[config.mk]
export PLATFORM = sky130hd
export DESIGN_NAME = quadrature_rotary_tx_flat
export DESIGN_NICKNAME = d
export VERILOG_FILES = /design/src/rtl/quadrature_rotary_tx_if.sv /design/src/rtl/quadrature_rotary_tx.sv /design/src/flat_wrapper.sv
export SDC_FILE = /design/constraint.sdc
export NUM_CORES = 1
export LEC_CHECK = 0
export BUFFER_PORTS_ARGS = -buffer_cell sky130_fd_sc_hd__clkbuf_2
export CAP_MARGIN = 20
export CORE_MARGIN = 2
export CORE_UTILIZATION = 48
export CTS_CLUSTER_DIAMETER = 60
export DETAILED_ROUTE_END_ITERATION = 10
export PLACE_DENSITY = 0.67
export SLEW_MARGIN = 20
export SYNTH_ARGS = -nofsm -noshare
export SYNTH_HDL_FRONTEND = slang
export SYNTH_SLANG_ARGS = --single-unit
[constraint.sdc]
create_clock -name CLK -period 4.55 [get_ports CLK]
set_input_delay 0 -clock CLK [delete_from_list [all_inputs] [get_ports CLK]]
set_output_delay 0 -clock CLK [all_outputs]
set_load 0.03 [all_outputs]
[src/rtl/quadrature_rotary_tx_if.sv]
// Command channel for quadrature_rotary_tx.
//
// Handshake: a command transfers on the rising clock edge where
// cmd_valid and cmd_ready are both high. The master holds cmd_dir and
// cmd_steps stable while cmd_valid is high. The slave raises cmd_ready
// only when it is idle. After the transfer edge the slave has latched
// everything it needs, so the master may change the fields freely.
//
// Signals:
//   cmd_valid  master->slave  command request
//   cmd_ready  slave->master  slave can accept a command
//   cmd_dir    master->slave  1 = right (clockwise), 0 = left
//   cmd_steps  master->slave  detent count, unsigned
interface quadrature_rotary_tx_if #(
   parameter int STEP_W = 8
) ();
   logic              cmd_valid;
   logic              cmd_ready;
   logic              cmd_dir;
   logic [STEP_W-1:0] cmd_steps;

   modport master (output cmd_valid, output cmd_dir, output cmd_steps, input cmd_ready);
   modport slave  (input cmd_valid, input cmd_dir, input cmd_steps, output cmd_ready);
endinterface

[src/rtl/quadrature_rotary_tx.sv]
// Rotary-encoder emulator. It turns step commands into two-phase quadrature
// signals ROT_A/ROT_B. One detent is one full Gray cycle starting and
// ending at rest (00). Each quadrature state is held for PHASE_CYCLES
// clocks. Consecutive detents of a command are separated by GAP_CYCLES
// clocks at rest.
//
// Ports:
//   CLK        system clock, rising edge
//   RST        asynchronous active-high reset
//   cmd        command channel (slave side of quadrature_rotary_tx_if)
//   ROT_A      quadrature phase A, registered
//   ROT_B      quadrature phase B, registered
//   busy       command in progress (inverse of cmd_ready)
//   done       one-cycle pulse when a command completes
//   position   signed running detent count, wraps modulo 2^POS_W
//   state_dbg  current FSM state (IDLE=0, PHASE=1, GAP=2)
module quadrature_rotary_tx #(
   parameter int PHASE_CYCLES = 1000,
   parameter int GAP_CYCLES   = 5000,
   parameter int STEP_W       = 8,
   parameter int POS_W        = 16
) (
   input  logic                  CLK,
   input  logic                  RST,
   quadrature_rotary_tx_if.slave cmd,
   output logic                  ROT_A,
   output logic                  ROT_B,
   output logic                  busy,
   output logic                  done,
   output logic [POS_W-1:0]      position,
   output logic [1:0]            state_dbg
);

   typedef enum logic [1:0] {
      S_IDLE  = 2'd0,
      S_PHASE = 2'd1,
      S_GAP   = 2'd2
   } state_t;

   // One timer serves both the phase hold and the gap, so it is sized for the longer of the two.
   localparam int TMAX  = (PHASE_CYCLES > GAP_CYCLES) ? PHASE_CYCLES : GAP_CYCLES;
   localparam int TMR_W = (TMAX > 1) ? $clog2(TMAX) : 1;

   localparam logic [TMR_W-1:0] PHASE_LAST = TMR_W'(PHASE_CYCLES - 1);
   localparam logic [TMR_W-1:0] GAP_LAST   = (GAP_CYCLES > 0) ? TMR_W'(GAP_CYCLES - 1) : '0;

   state_t             state;
   logic [TMR_W-1:0]   timer;
   logic [1:0]         phase_idx;
   logic [STEP_W-1:0]  steps_left;
   logic               dir_q;
   logic               ready_q;
   // done is raised one cycle after the FSM settles in IDLE.
   // done_pending carries the completion across that cycle.
   logic               done_pending;

   // Quadrature state after the transition numbered phase_idx (0..3) of a detent.
   // Right: 00->10->11->01->00. Left: 00->01->11->10->00.
   function automatic logic [1:0] next_ab(input logic dir, input logic [1:0] idx);
      logic [1:0] ab;
      case (idx)
         2'd0:    ab = dir ? 2'b10 : 2'b01;
         2'd1:    ab = 2'b11;
         2'd2:    ab = dir ? 2'b01 : 2'b10;
         default: ab = 2'b00;
      endcase
      return ab;
   endfunction

   assign cmd.cmd_ready = ready_q;
   assign busy          = ~ready_q;
   assign state_dbg     = state;

   always_ff @(posedge CLK or posedge RST) begin
      if (RST) begin
         state        <= S_IDLE;
         timer        <= '0;
         phase_idx    <= '0;
         steps_left   <= '0;
         dir_q        <= 1'b0;
         ready_q      <= 1'b1;
         done_pending <= 1'b0;
         done         <= 1'b0;
         ROT_A        <= 1'b0;
         ROT_B        <= 1'b0;
         position     <= '0;
      end else begin
         done <= 1'b0;
         case (state)
            S_IDLE: begin
               if (done_pending) begin
                  done         <= 1'b1;
                  done_pending <= 1'b0;
                  ready_q      <= 1'b1;
               end
               // Acceptance needs ready_q. That flop is still low in the cycle
               // right after a command ends, so a new command can be accepted
               // no earlier than the cycle in which done is high.
               if (cmd.cmd_valid && ready_q) begin
                  dir_q      <= cmd.cmd_dir;
                  steps_left <= cmd.cmd_steps;
                  timer      <= '0;
                  phase_idx  <= '0;
                  if (cmd.cmd_steps == '0) begin
                     done_pending <= 1'b1;
                  end else begin
                     state   <= S_PHASE;
                     ready_q <= 1'b0;
                  end
               end
            end

            S_PHASE: begin
               if (timer == PHASE_LAST) begin
                  timer     <= '0;
                  {ROT_A, ROT_B} <= next_ab(dir_q, phase_idx);
                  phase_idx <= phase_idx + 2'd1;
                  // The fourth transition returns the outputs to rest and completes the detent.
                  if (phase_idx == 2'd3) begin
                     position   <= dir_q ? position + POS_W'(1) : position - POS_W'(1);
                     steps_left <= steps_left - STEP_W'(1);
                     if (steps_left == STEP_W'(1)) begin
                        state        <= S_IDLE;
                        done_pending <= 1'b1;
                     end else if (GAP_CYCLES > 0) begin
                        state <= S_GAP;
                     end
                     // If there is no gap, stay in PHASE. The next detent then
                     // starts with the timer already cleared.
                  end
               end else begin
                  timer <= timer + TMR_W'(1);
               end
            end

            S_GAP: begin
               if (timer == GAP_LAST) begin
                  timer <= '0;
                  state <= S_PHASE;
               end else begin
                  timer <= timer + TMR_W'(1);
               end
            end

            default: begin
               state   <= S_IDLE;
               ready_q <= 1'b1;
            end
         endcase
      end
   end

endmodule

[src/flat_wrapper.sv]
// flat-port wrapper written by rule: the top's interface ports become plain ports
module quadrature_rotary_tx_flat 
#(
   parameter int PHASE_CYCLES = 1000,
   parameter int GAP_CYCLES   = 5000,
   parameter int STEP_W       = 8,
   parameter int POS_W        = 16
)
  (CLK, RST, ROT_A, ROT_B, busy, done, position, state_dbg, cmd_cmd_valid, cmd_cmd_dir, cmd_cmd_steps, cmd_cmd_ready);
  quadrature_rotary_tx_if #(.STEP_W(STEP_W)) cmd_i ();
  input  logic CLK;
  input  logic RST;
  output logic ROT_A;
  output logic ROT_B;
  output logic busy;
  output logic done;
  output logic [POS_W-1:0] position;
  output logic [1:0] state_dbg;
  input wire logic [$bits(cmd_i.cmd_valid)-1:0] cmd_cmd_valid;
  input wire logic [$bits(cmd_i.cmd_dir)-1:0] cmd_cmd_dir;
  input wire logic [$bits(cmd_i.cmd_steps)-1:0] cmd_cmd_steps;
  output wire logic [$bits(cmd_i.cmd_ready)-1:0] cmd_cmd_ready;
  assign cmd_i.cmd_valid = cmd_cmd_valid;
  assign cmd_i.cmd_dir = cmd_cmd_dir;
  assign cmd_i.cmd_steps = cmd_cmd_steps;
  assign cmd_cmd_ready = cmd_i.cmd_ready;
  quadrature_rotary_tx #(.PHASE_CYCLES(PHASE_CYCLES), .GAP_CYCLES(GAP_CYCLES), .STEP_W(STEP_W), .POS_W(POS_W)) u_core (.CLK(CLK), .RST(RST), .cmd(cmd_i), .ROT_A(ROT_A), .ROT_B(ROT_B), .busy(busy), .done(done), .position(position), .state_dbg(state_dbg));
endmodule
==> impl_metrics.json <==
{
  "ys_seq_area_share_pct": 37.2,
  "drv_cap": 0,
  "io_buffer_count": 34,
  "hold-worst-slack_ps": 20.9,
  "post-place-ws_ps": 1450,
  "worst_pin_slew_ps": 811,
  "coreArea_um2": 6350,
  "syn-cell-area_um2": 3160,
  "async_flop_share_pct": 100,
  "hold_class": "primary input to register",
  "start_util_pct": 49.8,
  "synth_fp_nets": 408,
  "fin_tns_setup_ps": 0,
  "end_kind": "register",
  "power_density_nw_per_um2": 474,
  "gp_congestion": 0.826,
  "setup_ws_ps": 1420,
  "dieArea_um2": 7260,
  "drtIter0Drc": 80,
  "drive_above_1_share_pct": 12.7,
  "synth-seq-cells": 47,
  "synthesis.instances": 370,
  "cp_top_family": "buffers and inverters",
  "wl_per_cell_um": 13.8,
  "rsz0062_at_grt": "no",
  "area_growth_syn_to_layout_pct": 12.6,
  "crit_type": "register to register",
  "skew_ps": 8.47,
  "finalSetupViolations": 0,
  "clk_latency_ps": 310,
  "syn_area_per_cell_um2": 8.55,
  "drc": 0,
  "nets": 446,
  "crit_path_top_delay_cell": "ha_1",
  "power_leakage_nw": 1.64,
  "viasPerCell": 5.72,
  "fmax_mhz": 319,
  "die_h_um": 85.2,
  "h-tree-depth": 2,
  "fin_crit_sh_pct": 68.9,
  "p_total_mw": 1.69,
  "worst_ep_required_time_ps": 4780,
  "crit_fanout": 22,
  "post-route-min-period_ps": 3130,
  "ant_nets": 0,
  "io_pins": 35,
  "grt_first_pass_wirelength_um": 11300,
  "dp_hpwl_um": 4760,
  "stdcell_area_um2": 3560,
  "max-clock-path-buffers": 2,
  "crit_buf_inv": 3,
  "routed-via-count": 2779,
  "antenna_cells": 0,
  "postCtsSetupRepairBufs": 0,
  "fp.dieW_um": 85.2,
  "antenna_found_initial": 0,
  "cts_resized": 0,
  "grt_start_max_net_pins": 48,
  "cp_cell_sequence": "inv_1 > ha_1 > clkinv_1 > a41oi_1 > o21ai_0 > buf_4 > nor2_1 > a21oi_1 > a31oi_1",
  "yosysWarnings": 0,
  "grt_pass1_vias": 2430,
  "overflow": 0,
  "synth-main-ff-cell": "dfrtp_1",
  "relSlewSlack_pct": 45.8,
  "row_count": 29,
  "post-route-util_pct": 56.1,
  "slew_viol_final": 0,
  "max-vdd-ir-drop_uv": 369,
  "clk_pin_slew_ps": 80,
  "gr-usage-all-layers_pct": 19.2,
  "ys_types": 53,
  "max_stage_delay_ps": 620,
  "drt_pass1_iterations": 4,
  "cts_root_buffer": "clkbuf_8",
  "wl_um": 6710,
  "start_kind": "register",
  "fin_cells": 486,
  "cts_made_buffers": 5,
  "synth_edf_count": 0,
  "hold_violations": 0,
  "placed_cells": 471,
  "cp.arrival_ps": 3370,
  "cts_tree": "done",
  "place_area_um2": 3390,
  "status": "completed",
  "cts_sinks": 47
}
placed cells by master (no fill, tap or decap), types with 3 or more instances in the layout:
master          n
o31ai_1         4
xor2_1          4
nand2b_1        4
nand4_1         7
a41oi_1         3
and2_1          5
mux2_2          4
and3_1          6
a31oi_1         5
a21oi_1        24
or4_1           4
xnor2_1         8
ha_1           25
nor3_1         10
a211oi_1        4
clkbuf_8        7
o21ai_0        42
nand2_1        50
nor2_1         23
dfrtp_1        46
inv_1          11
nor4_1          5
dlygate4sd3_1   7
nand3_1        16
a21o_1          7
or3_1           3
clkbuf_2       34
a22oi_1         3
cell type report:
class / count / area, um^2
fillers: 599 / 2790
multi-input cells: 298 / 1880
flip-flops and latches: 47 / 1180
repair buffers: 43 / 255
clock buffers: 8 / 100
well taps: 77 / 96.3
inverters: 13 / 50.0
tightest hold or removal path: cells and delay by family:
| family | cells | cell delay, ps |
|---|---|---|
| buf+inv | 1 | 80 |
| compound gates | 2 | 200 |
power breakdown:
group / internal [mW] / total (mW) / switching (mW)
registers: 0.494 / 0.577 / 0.0829
clock network: 0.139 / 0.281 / 0.142
logic: 0.303 / 0.830 / 0.527
total: 0.936 / 1.69 / 0.752
cell families after synthesis:
group / count (synthesis) / synth area share (%)
and+or+nand+nor: 144 / 22.5
AOI/OAI and AO/OA: 112 / 21.8
DFF: 47 / 37.2
adders and majority gates: 26 / 10.5
buffers and inverters: 25 / 3.24
xor gates and xnor gates: 12 / 3.32
muxes: 4 / 1.42
state kept, by name, indices dropped and copies added, names as in the netlist:
register / flops
u_core.done: 1
u_core.steps_left: 8
u_core.timer: 13
u_core.state_dbg: 2
u_core.dir_q: 1
u_core.ROT_A: 1
u_core.position: 16
u_core.ROT_B: 1
u_core.phase_idx: 2
u_core.done_pending: 1
u_core.cmd.cmd_ready: 1
synthesized netlist by cell type, types with 2 or more instances:
cell,instances,area share (%)
nand2_1,50,5.9
dfrtp_1,46,36
o21ai_0,42,6.6
ha_1,25,9.9
a21oi_1,24,3.8
nor2_1,23,2.7
nand3_1,16,2.5
inv_1,12,1.4
clkbuf_1,10,1.2
nor3_1,10,1.6
xnor2_1,8,2.2
a21o_1,7,1.7
nand4_1,7,1.4
and3_1,6,1.2
a31oi_1,5,0.99
and2_1,5,0.99
nor4_1,5,0.99
a211oi_1,4,0.95
mux2_2,4,1.4
nand2b_1,4,0.79
o31ai_1,4,0.95
or4_1,4,0.95
xor2_1,4,1.1
a22oi_1,3,0.71
a41oi_1,3,0.83
or3_1,3,0.59
a22o_1,2,0.55
and4_1,2,0.55
nor2b_1,2,0.40
nor3b_1,2,0.47
o2111ai_1,2,0.55
o211ai_1,2,0.47
o22ai_1,2,0.40
o32ai_1,2,0.55
or4_4,2,0.71
final timing paths:
path	cells past startpoint	slack, ps	start	end
max in group asynchronous	3	3700	RST	u_core.steps_left[5]
hold / removal	3	20	cmd_cmd_steps[7]	u_core.steps_left[7]
hold reg to reg	1	490	u_core.position[15]	u_core.position[15]
min in group asynchronous	3	350	RST	u_core.position[3]
setup reg to reg	9	1420	u_core.state_dbg[1]	u_core.timer[10]
setup / recovery	9	1420	u_core.state_dbg[1]	u_core.timer[10]
layer usage:
| metal | vias up | GRT usage, % | wire [um] |
|---|---|---|---|
| met4 | 0 | 4.33 | 48 |
| met5 | - | 0 | 0 |
| met3 | 5 | 4.18 | 221 |
| met2 | 48 | 30.2 | 2990 |
| met1 | 1287 | 27.1 | 3450 |
| li1 | 1439 | - | - |
what timing repair did:
item                                    in CTS  in global routing
endpoints found under the hold margin       52                  0
hold buffers                                 7                  0
endpoints found under the setup margin       0                  0
(Power assumes the default switching activity.)
